<file path="src/rtl/ibex_mem_arbiter.sv">
// Arbitrates the Ibex instruction and data ports onto one single-port SRAM with 1-cycle read latency.
// Data requests have priority, and a starvation counter bounds how long instruction fetch can be held off.
module ibex_mem_arbiter #(
    parameter logic [31:0] MemStart    = 32'h0000_0000,
    parameter int unsigned MemSize     = 131072,
    parameter int unsigned StarveLimit = 4,
    localparam int unsigned MemAw      = $clog2(MemSize / 4)
) (
    input  logic             clk_i,
    input  logic             rst_i,
    input  logic             instr_req_i,
    input  logic [31:0]      instr_addr_i,
    output logic             instr_gnt_o,
    output logic             instr_rvalid_o,
    output logic [31:0]      instr_rdata_o,
    output logic             instr_err_o,
    input  logic             data_req_i,
    input  logic             data_we_i,
    input  logic [3:0]       data_be_i,
    input  logic [31:0]      data_addr_i,
    input  logic [31:0]      data_wdata_i,
    output logic             data_gnt_o,
    output logic             data_rvalid_o,
    output logic [31:0]      data_rdata_o,
    output logic             data_err_o,
    output logic             mem_req_o,
    output logic             mem_we_o,
    output logic [3:0]       mem_be_o,
    output logic [MemAw-1:0] mem_addr_o,
    output logic [31:0]      mem_wdata_o,
    input  logic [31:0]      mem_rdata_i
);

    localparam int unsigned SW = $clog2(StarveLimit + 1);

    typedef enum logic [1:0] {
        RSP_NONE  = 2'd0,
        RSP_INSTR = 2'd1,
        RSP_DATA  = 2'd2
    } rsp_e;

    rsp_e          rsp_q, rsp_d;
    logic          err_q, err_d;
    logic          wr_q, wr_d;
    logic          ready_q, ready_d;
    logic [SW-1:0] starve_cnt_q, starve_cnt_d;

    logic [31:0]   instr_off_s, data_off_s;
    logic          instr_in_range_s, data_in_range_s;
    logic          instr_win_s, data_win_s;
    logic          unused_s;

    // Window decode, arbitration and next-state computation.
    always_comb begin
        instr_off_s      = instr_addr_i - MemStart;
        data_off_s       = data_addr_i - MemStart;
        instr_in_range_s = (instr_off_s < 32'(MemSize));
        data_in_range_s  = (data_off_s < 32'(MemSize));

        instr_win_s = 1'b0;
        data_win_s  = 1'b0;
        // Grants are held off during reset and for one cycle after it.
        if (rst_i || !ready_q) begin
            instr_win_s = 1'b0;
            data_win_s  = 1'b0;
        end else if (instr_req_i && data_req_i) begin
            if (starve_cnt_q == SW'(StarveLimit)) begin
                instr_win_s = 1'b1;
            end else begin
                data_win_s = 1'b1;
            end
        end else if (instr_req_i) begin
            instr_win_s = 1'b1;
        end else if (data_req_i) begin
            data_win_s = 1'b1;
        end else begin
            instr_win_s = 1'b0;
            data_win_s  = 1'b0;
        end

        starve_cnt_d = starve_cnt_q;
        if (!instr_req_i || instr_win_s || !ready_q) begin
            starve_cnt_d = '0;
        end else if (starve_cnt_q < SW'(StarveLimit)) begin
            starve_cnt_d = starve_cnt_q + SW'(1);
        end else begin
            starve_cnt_d = starve_cnt_q;
        end

        rsp_d   = RSP_NONE;
        err_d   = 1'b0;
        wr_d    = 1'b0;
        ready_d = 1'b1;
        if (instr_win_s) begin
            rsp_d = RSP_INSTR;
            err_d = !instr_in_range_s;
        end else if (data_win_s) begin
            rsp_d = RSP_DATA;
            err_d = !data_in_range_s;
            wr_d  = data_we_i;
        end else begin
            rsp_d = RSP_NONE;
        end
    end

    // SRAM command: zero unless a granted access lies inside the window.
    always_comb begin
        mem_req_o   = 1'b0;
        mem_we_o    = 1'b0;
        mem_be_o    = 4'h0;
        mem_addr_o  = '0;
        mem_wdata_o = 32'h0;
        if (instr_win_s && instr_in_range_s) begin
            mem_req_o  = 1'b1;
            mem_be_o   = 4'hF;
            mem_addr_o = instr_off_s[MemAw+1:2];
        end else if (data_win_s && data_in_range_s) begin
            mem_req_o   = 1'b1;
            mem_we_o    = data_we_i;
            mem_be_o    = data_be_i;
            mem_addr_o  = data_off_s[MemAw+1:2];
            mem_wdata_o = data_wdata_i;
        end else begin
            mem_req_o = 1'b0;
        end
    end

    // Response steering; SRAM data passes only to a successful read owner.
    always_comb begin
        instr_rvalid_o = !rst_i && (rsp_q == RSP_INSTR);
        data_rvalid_o  = !rst_i && (rsp_q == RSP_DATA);
        instr_err_o    = instr_rvalid_o && err_q;
        data_err_o     = data_rvalid_o && err_q;
        instr_rdata_o  = 32'h0;
        data_rdata_o   = 32'h0;
        if (instr_rvalid_o && !err_q) begin
            instr_rdata_o = mem_rdata_i;
        end else if (data_rvalid_o && !err_q && !wr_q) begin
            data_rdata_o = mem_rdata_i;
        end else begin
            instr_rdata_o = 32'h0;
            data_rdata_o  = 32'h0;
        end
    end

    assign instr_gnt_o = instr_win_s;
    assign data_gnt_o  = data_win_s;
    assign unused_s    = ^{instr_off_s, data_off_s};

    // State registers with synchronous reset.
    always_ff @(posedge clk_i) begin
        if (rst_i) begin
            rsp_q        <= RSP_NONE;
            err_q        <= 1'b0;
            wr_q         <= 1'b0;
            ready_q      <= 1'b0;
            starve_cnt_q <= '0;
        end else begin
            rsp_q        <= rsp_d;
            err_q        <= err_d;
            wr_q         <= wr_d;
            ready_q      <= ready_d;
            starve_cnt_q <= starve_cnt_d;
        end
    end

endmodule

</file>
<file path="config.mk">
export PLATFORM = sky130hd
export DESIGN_NAME = ibex_mem_arbiter
export DESIGN_NICKNAME = d
export VERILOG_FILES = /design/src/rtl/ibex_mem_arbiter.sv
export SDC_FILE = /design/constraint.sdc
export NUM_CORES = 1
export LEC_CHECK = 0
export CAP_MARGIN = 20
export CORE_AREA = 2 2 102 104
export CTS_CLUSTER_DIAMETER = 50
export DETAILED_ROUTE_END_ITERATION = 8
export DIE_AREA = 0 0 104 106
export PLACE_DENSITY_LB_ADDON = 0.15
export SETUP_SLACK_MARGIN = 0.15
export SLEW_MARGIN = 20
export SYNTH_ARGS = -nofsm -noshare
export SYNTH_HDL_FRONTEND = slang
export SYNTH_SLANG_ARGS = --single-unit
</file>
<file path="constraint.sdc">
create_clock -name clk_i -period 2.3 [get_ports clk_i]
set_input_delay 0.46 -clock clk_i [delete_from_list [all_inputs] [get_ports clk_i]]
set_output_delay 0.46 -clock clk_i [all_outputs]
set_load 0.01 [all_outputs]
</file>
# Yosys cells after proc, flatten, opt, wreduce, memory -nomap -nowiden
# Index checks and enable logic that the tools add are counted.
dict set report word_totals {
  out_inout_bits 123
  regBits 8
  in_bits 137
  word_cells 64
}
dict set report classes {
  add_sub_neg 1
  mux 27
  n_reduce_logical 23
  n_bitwise 1
  n_eq_ne 3
  order_cmp 3
}
# operator n
set ops {}
lappend ops {{32-bit 2-to-1 mux} 5}
lappend ops {{32-bit by 18-bit < comparator with 1-bit output, second input constant} 2}
lappend ops {{15-bit 2-to-1 mux} 2}
lappend ops {{1-bit 2-to-1 mux} 17}
lappend ops {{1-bit logical AND} 10}
lappend ops {{4-bit 2-to-1 mux} 2}
lappend ops {{1-bit zero test} 7}
lappend ops {{2-bit OR reduction} 2}
lappend ops {{3-bit by 1-bit adder with 3-bit output, second input constant} 1}
lappend ops {{3-bit equality test, second input constant} 1}
lappend ops {{1-bit logical OR} 3}
lappend ops {{3-bit < comparator, second input constant} 1}
lappend ops {{3-bit OR reduction} 1}
lappend ops {{2-bit by 1-bit equality test with 1-bit output, second input constant} 1}
lappend ops {{2-bit equality test, second input constant} 1}
lappend ops {{2-bit 2-to-1 mux} 1}
lappend ops {{1-bit NOT} 1}

# Longest topological paths before layout
dict set report logic_depth {
  depth_word 7
  mapped_depth 7
  depth_no_buf 6
}

# Worst setup path after synthesis
# Ideal clock, no wire load.
dict set report synth_timing {
  path_type {input to output}
  start {input instr_addr_i[22]}
  end {output mem_addr_o[10]}
  required_ps 1840
  n_path_buf 1
  slack_ps 162
  t_arrival_ps 1678
  stages 5
  path_cell_list {or4_1 > nor4_1 > and4_1 > buf_6 > a22o_1}
}
dict set report synth_via {
  elab_chain_len 3
}
# element line
set synth_rtl {}
lappend synth_rtl {{start, declared} 12} ;# input logic [31:0] instr_addr_i,
lappend synth_rtl {{32-bit by 18-bit < comparator with 1-bit output} 57} ;# instr_in_range_s = (instr_off_s < 32'(MemSize));
lappend synth_rtl {{1-bit logical AND} 113} ;# if (instr_win_s && instr_in_range_s) begin
lappend synth_rtl {{15-bit 2-to-1 mux} 113}
lappend synth_rtl {{end, declared} 29} ;# output logic [MemAw-1:0] mem_addr_o,
# No other way between the ends.

# Worst setup path in the final report
dict set report layout_timing {
  start {input instr_addr_i[21]}
  end {output mem_addr_o[2]}
}
# Same word-level chain as after synthesis.

==> results.md <==
- Status: complete, but fails checks
- Failing checks: negative setup slack
- Max Root-Sink Buffers: 2
- Final WS setup: -0.2560 ns
- Peak VDD IR: 0.1495 mV
- IO Pins: 260
- Synthesized flop and latch total: 8
- Final Core Density: 50.88%
- Die Span X: 104 µm
- XOR/XNOR share of the synthesized area: 0.6816%
- Worst endpoint data arrival time: 2.10 ns
- Relative slew slack: 82.57%
- Pre-CTS setup slack: -0.9694 ns
- Netlist cell types: 27
- Leak: 2.388 nW
- Crit path kind: in2out
- Tot Pwr: 0.0006770 W
- Post-route ant nets: 0
- Ys async rst share: 0%
- Pin count of the biggest net entering global routing: 17
- Post-route clock skew: 0.003025 ns
- Top cell by count, worst path: buf_6
- Worst hold slack: 0.4894 ns
- Simple-Gate Fraction of Synth Area: 60.27%
- Die height: 106 µm
- Yosys Warn Count: 0
- Final GP Congestion: 0.7373
- Vias in the first global route: 2,372
- Register area share after synthesis: 12.46%
- # port buffers: 255
- Syn nets: 318
- Post-detail-place hpwl: 6762 µm
- Slew @ Worst Pin: 0.2591 ns
- Setup total negative slack: -9.827 ns
- First-pass GRT wire length: 14,160 µm
- Synthesized area: 1285 µm²
- Area Overhead vs Synth: 295.9%
- Die area: 11,020 µm²
- Via-to-Cell Ratio: 3.950
- EDFF count, synth: 0
- # setup viols final: 53
- Post-synthesis area per instance: 7.179 µm²
- Fmax: 391.2 MHz
- DRT Pass-1 Iters: 4
- Commonest non-fill, non-tap cells in the layout: 112 x clkdlybuf4s50_1, 101 x buf_6, 81 x and2_4
- Clock sink count: 8
- Slowest-stage cell, CP: or4_4
- # diodes: 0
- Cell Rows: 37
- TritonCTS clock tree: done
- Post-synthesis adder-cell area fraction: 1.947%
- Slowest stage delay, CP: 0.52 ns
- Crit. End Element: primary output
- Drt drc: 0
- Largest family of logic cells by synthesized area: simple AND/OR/NAND/NOR gates
- Clk slew on worst S/H paths: 0.04 ns
- Inserted Clock Buffers: 3
- Clk root buf: clkbuf_8
- P per Cell Area: 133.1 nW/µm²
- Fillers: 969
- Final Slew Violations: 0
- RSZ-0062 raised after global routing: yes
- Total Wirelength: 9943 µm
- Via count: 2,437
- Overall routing resource usage: 16.15%
- Critical Path RT: 1.84 ns
- HP Class: in2reg
- Min Tclk post-route: 2.556 ns
- Most common cell after layout, fill and taps aside: clkdlybuf4s50_1
- DRT iter0 DRCs: 69
- Worst-path fanout max: 5
- Max-Cap Viols: 0
- H-Tree Depth: 1
- Buf+Inv Stages, Crit Path: 5
- Synth Instances: 179
- CP top delay family: simple AND/OR/NAND/NOR gates
- Worst-Skew Late Latency: 0.22 ns
- Compound-Gate Fraction of Synth Area: 16.75%
- CP Launch Type: input port
- Initial Utilization: 12.85%
- Fin. Hold Viols: 0
- Nets: 622
- Core ar.: 10000 µm²
- Layout cells sized above 1: 60.29%
- Antenna violations before repair: 0
- Wire length per cell: 16.12 µm
- CP Cell Sequence: buf_6, or4_4, nor4_2, and4_4, buf_6, buf_12, buf_16, a22o_1, buf_2
- Mux share of post-synthesis cell area: 0.7790%
- Period utilization: 111.1%
- Total global routing overflow: 0
- Most common flop cell mapped by yosys: dfxtp_1
cell type report:
type | instances | area [µm²] | share of cell area [%]
Inverter | 3 | 11.26 | 0.2213
Clock buffer | 3 | 41.29 | 0.8116
Sequential cell | 8 | 160.2 | 3.148
Multi-Input combinational cell | 154 | 1350 | 26.54
Tap cell | 136 | 170.2 | 3.345
Timing Repair Buffer | 313 | 3354 | 65.94
synthesized netlist by cell type, types with 2 or more instances:
| library cell | instances | share of area [%] |
|---|---|---|
| nor3_1 | 2 | 0.78 |
| nor2_1 | 4 | 1.2 |
| a31oi_1 | 2 | 0.97 |
| clkbuf_2 | 3 | 1.2 |
| buf_6 | 2 | 1.8 |
| a21o_1 | 4 | 2.3 |
| a22o_1 | 15 | 10 |
| or2_2 | 2 | 0.97 |
| nand2_1 | 2 | 0.58 |
| buf_4 | 2 | 1.2 |
| and2_1 | 100 | 49 |
| dfxtp_1 | 8 | 12 |
| clkbuf_1 | 6 | 1.8 |
| a21oi_1 | 3 | 1.2 |
| inv_1 | 3 | 0.88 |
| nor4_1 | 6 | 2.9 |
| nand3b_1 | 2 | 1.2 |
| ha_1 | 2 | 1.9 |
| nor3b_1 | 3 | 1.8 |
state kept, by name, summed over array words and instances (netlist names):
register,cells
ready_q,1
starve_cnt_q,3
err_q,1
wr_q,1
rsp_q,2
worst min-delay path: cells and delay by family:
kind	cells	cell delay (ns)
buf+inv	2	0.17
simple gates	1	0.04
where the power goes:
group          leakage (nW)  switching (W)  total (W)  internal (W)
registers            0.0653     0.00000372   0.000147      0.000143
logic                  2.30      0.0000960   0.000364      0.000268
clock network        0.0216      0.0000528   0.000166      0.000113
total                  2.39       0.000153   0.000677      0.000524
cell families (layout without fill, tap and decap cells):
| group | Yosys count | count (layout) |
|---|---|---|
| xor gates and xnor gates | 1 | 1 |
| adders and majority gates | 2 | 2 |
| and+or+nand+nor | 125 | 125 |
| muxes | 1 | 1 |
| DFF | 8 | 8 |
| AOI/OAI and AO/OA | 25 | 25 |
| buffers and inverters | 17 | 319 |
routing by layer:
layer	up-vias	track usage, %	share of wire (%)
met5	-	0	0
met4	0	1.351	0.73
met3	6	2.207	3.9
met2	86	31.39	55
met1	1126	19.48	40
li1	1219	-	-
final timing paths:
path                     end        startpoint  slack [ns]  depth (start not counted)
min                    err_q             rst_i        0.49                          3
max            mem_addr_o[2]  instr_addr_i[21]       -0.26                          9
min reg2reg  starve_cnt_q[1]   starve_cnt_q[1]        0.61                          3
max reg2reg            err_q   starve_cnt_q[1]        0.89                          7
per-stage QoR:
stage | instances | area [µm²]
2_1_floorplan | 179 | 1285
3_3_place_gp | 577 | 4140
3_5_place_dp | 577 | 4140
4_1_cts | 612 | 4476
5_1_grt | 617 | 5087
6_report | 617 | 5087
what timing repair did:
| action | 4_1_cts | 5_1_grt |
|---|---|---|
| pin swaps | 35 | 82 |
| setup buffers | 20 | 2 |
| resized for setup | 578 | 169 |
| setup endpoints to repair | 123 | 111 |
| hold buffers | 0 | 0 |
| cloned | 12 | 3 |
(Power assumes the default switching activity.)
==> patch: new RTL, config.mk and constraints unchanged <==
Register the output `data_err_o`, cleared by the reset; this adds one clock of latency there. The other outputs are not delayed to match.
--- a/src/rtl/ibex_mem_arbiter.sv
+++ b/src/rtl/ibex_mem_arbiter.sv
@@ -38,6 +38,8 @@
         RSP_INSTR = 2'd1,
         RSP_DATA  = 2'd2
     } rsp_e;
+
+    logic data_err_d;
 
     rsp_e          rsp_q, rsp_d;
     logic          err_q, err_d;
@@ -130,7 +132,7 @@
         instr_rvalid_o = !rst_i && (rsp_q == RSP_INSTR);
         data_rvalid_o  = !rst_i && (rsp_q == RSP_DATA);
         instr_err_o    = instr_rvalid_o && err_q;
-        data_err_o     = data_rvalid_o && err_q;
+        data_err_d     = data_rvalid_o && err_q;
         instr_rdata_o  = 32'h0;
         data_rdata_o   = 32'h0;
         if (instr_rvalid_o && !err_q) begin
@@ -164,5 +166,13 @@
         end
     end
 
+    always_ff @(posedge clk_i) begin
+        if (rst_i) begin
+            data_err_o <= '0;
+        end else begin
+            data_err_o <= data_err_d;
+        end
+    end
+
 endmodule
 
Check against the original RTL: not equivalent (Yosys sat finds a counterexample within 4 cycles, from zero or initial values and one cycle with rst_i high).
==> patch against the original RTL <==
The run still ends with setup timing left. Core utilization increased by 5.0 points. Via count up 11%. Wire length up 10%. Count of clock-buffer cells in the layout increased by 1. Total power is 6.0% higher. Design area rose by 9.9%. Area after synthesis rose by 1.6%. Sequential cell count up 1. Synthesized cell count is 0.56% higher. Worst setup slack got worse by 170 ps. First-iteration DRC count is 12% lower. Non-clock buffer count is 50 higher. Maximum frequency fell by 6.4%.
==> patch: results (changes against the original RTL) <==
met1 Track Usage GR=21.6% (was 19.5%); critical path peak fanout=2 (was 5); cts repair resizes=580 (was 578); Hold Crit Depth=2 (was 3); gpl congestion=0.803 (was 0.737); status=finished with violations (unchanged); buffering overhead=68.8% (was 65.9%); post-synthesis sequential area ratio=13.8% (was 12.5%); synth cell count leaders=and2_1 (100), a22o_1 (15), dfxtp_1 (9) (was and2_1 (100), a22o_1 (15), dfxtp_1 (8)); Layout Skew=1.58 ps (was 3.03 ps); clock-cell share of area=0.806% (was 0.812%); # clk buffers=4 (was 3); met3 Track Usage GR=3.19% (was 2.21%); Buffers excl. clock=363 (was 313); sequential share of cell area=3.24% (was 3.15%); placement-stage cell area=4130 um^2 (was 4140 um^2); post-synthesis compound-gate area fraction=16.5% (was 16.7%); violated checks=setup timing (unchanged); routed vias=2,714 (was 2,437); first-pass GRT wire length=15,500 um (was 14,200 um); Post-Syn Area per Cell=7.25 um^2 (was 7.18 um^2); postcts setup bufs=65 (was 20); peak supply drop=0.204 mV (was 0.149 mV); non-filler cells, final=669 (was 617); dpl cells=574 (was 577); Placement Setup Slack=-823 ps (was -969 ps); count of final setup violators=54 (was 53); Synth Area in XOR/XNOR=0.671% (was 0.682%); worst reg-to-reg setup slack=210 ps (was 890 ps); CP endpoint=mem_addr_o[9] (was mem_addr_o[2]); Synth Net Count=319 (was 318); Slew headroom=82.8% (was 82.6%); Yosys reg bits=9 (was 8); static leakage=2.68 nW (was 2.39 nW); Total Routing Usage GR=18.0% (was 16.1%); multi-input logic area=1340 um^2 (was 1350 um^2); Hold WS=377 ps (was 489 ps); net switching power=0.000165 W (was 0.000153 W); Detailed Place HPWL=6750 um (was 6760 um); Final WS setup=-431 ps (was -256 ps); Area contributors post-synth=and2_1 (48%), dfxtp_1 (14%), a22o_1 (10%) (was and2_1 (49%), dfxtp_1 (12%), a22o_1 (10%)); WP data arrival=2270 ps (was 2100 ps); multiplexer share of the synthesized area=0.767% (was 0.779%); layout cells sized above 1=62.3% (was 60.3%); R2R depth=14 (was 7); Worst path max stage delay=540 ps (was 520 ps); Post-Synth Adder-Cell Area=1.92% (was 1.95%); met2 GRT Util=34.1% (was 31.4%); Routed WL=11,000 um (was 9940 um); Hold EP=ready_q (was err_q); Fin Setup TNS=-14,120 ps (was -9830 ps)
## patch: cell count changes in the layout (fill, tap and decap cells not counted), sizes merged
cell           before  now
buf               169  219
clkdlybuf4s15       7    6
bufbuf              1    0
dlymetal6s2s        2    1
dfxtp               8    9
dlygate4sd2         3    4
clkbuf             22   25
## patch: layer usage
layer	vias to the layer above	wire (um)
li1	1319	-
met1	1273	4350
met2	113	5950
met3	9	544
met4	0	107
met5	-	0
## patch: power by group through the flow
stage	clock [W]	sequential, W	combinational [W]
2_1_floorplan	0	0.000165	0.0000353
3_3_place_gp	0	0.000165	0.000312
3_5_place_dp	0	0.000165	0.000314
4_1_cts	0.000193	0.000164	0.000336
5_1_grt	0.000202	0.000164	0.000390
6_report	0.000185	0.000164	0.000368
## patch: kinds of logic (layout without fill, tap and decap cells)
group / count (synthesis) / in the layout
mux: 1 / 1
compound gates: 25 / 25
fa+ha+maj: 2 / 2
simple gates: 125 / 125
buf+inv: 17 / 370
flops: 9 / 9
xor+xnor: 1 / 1
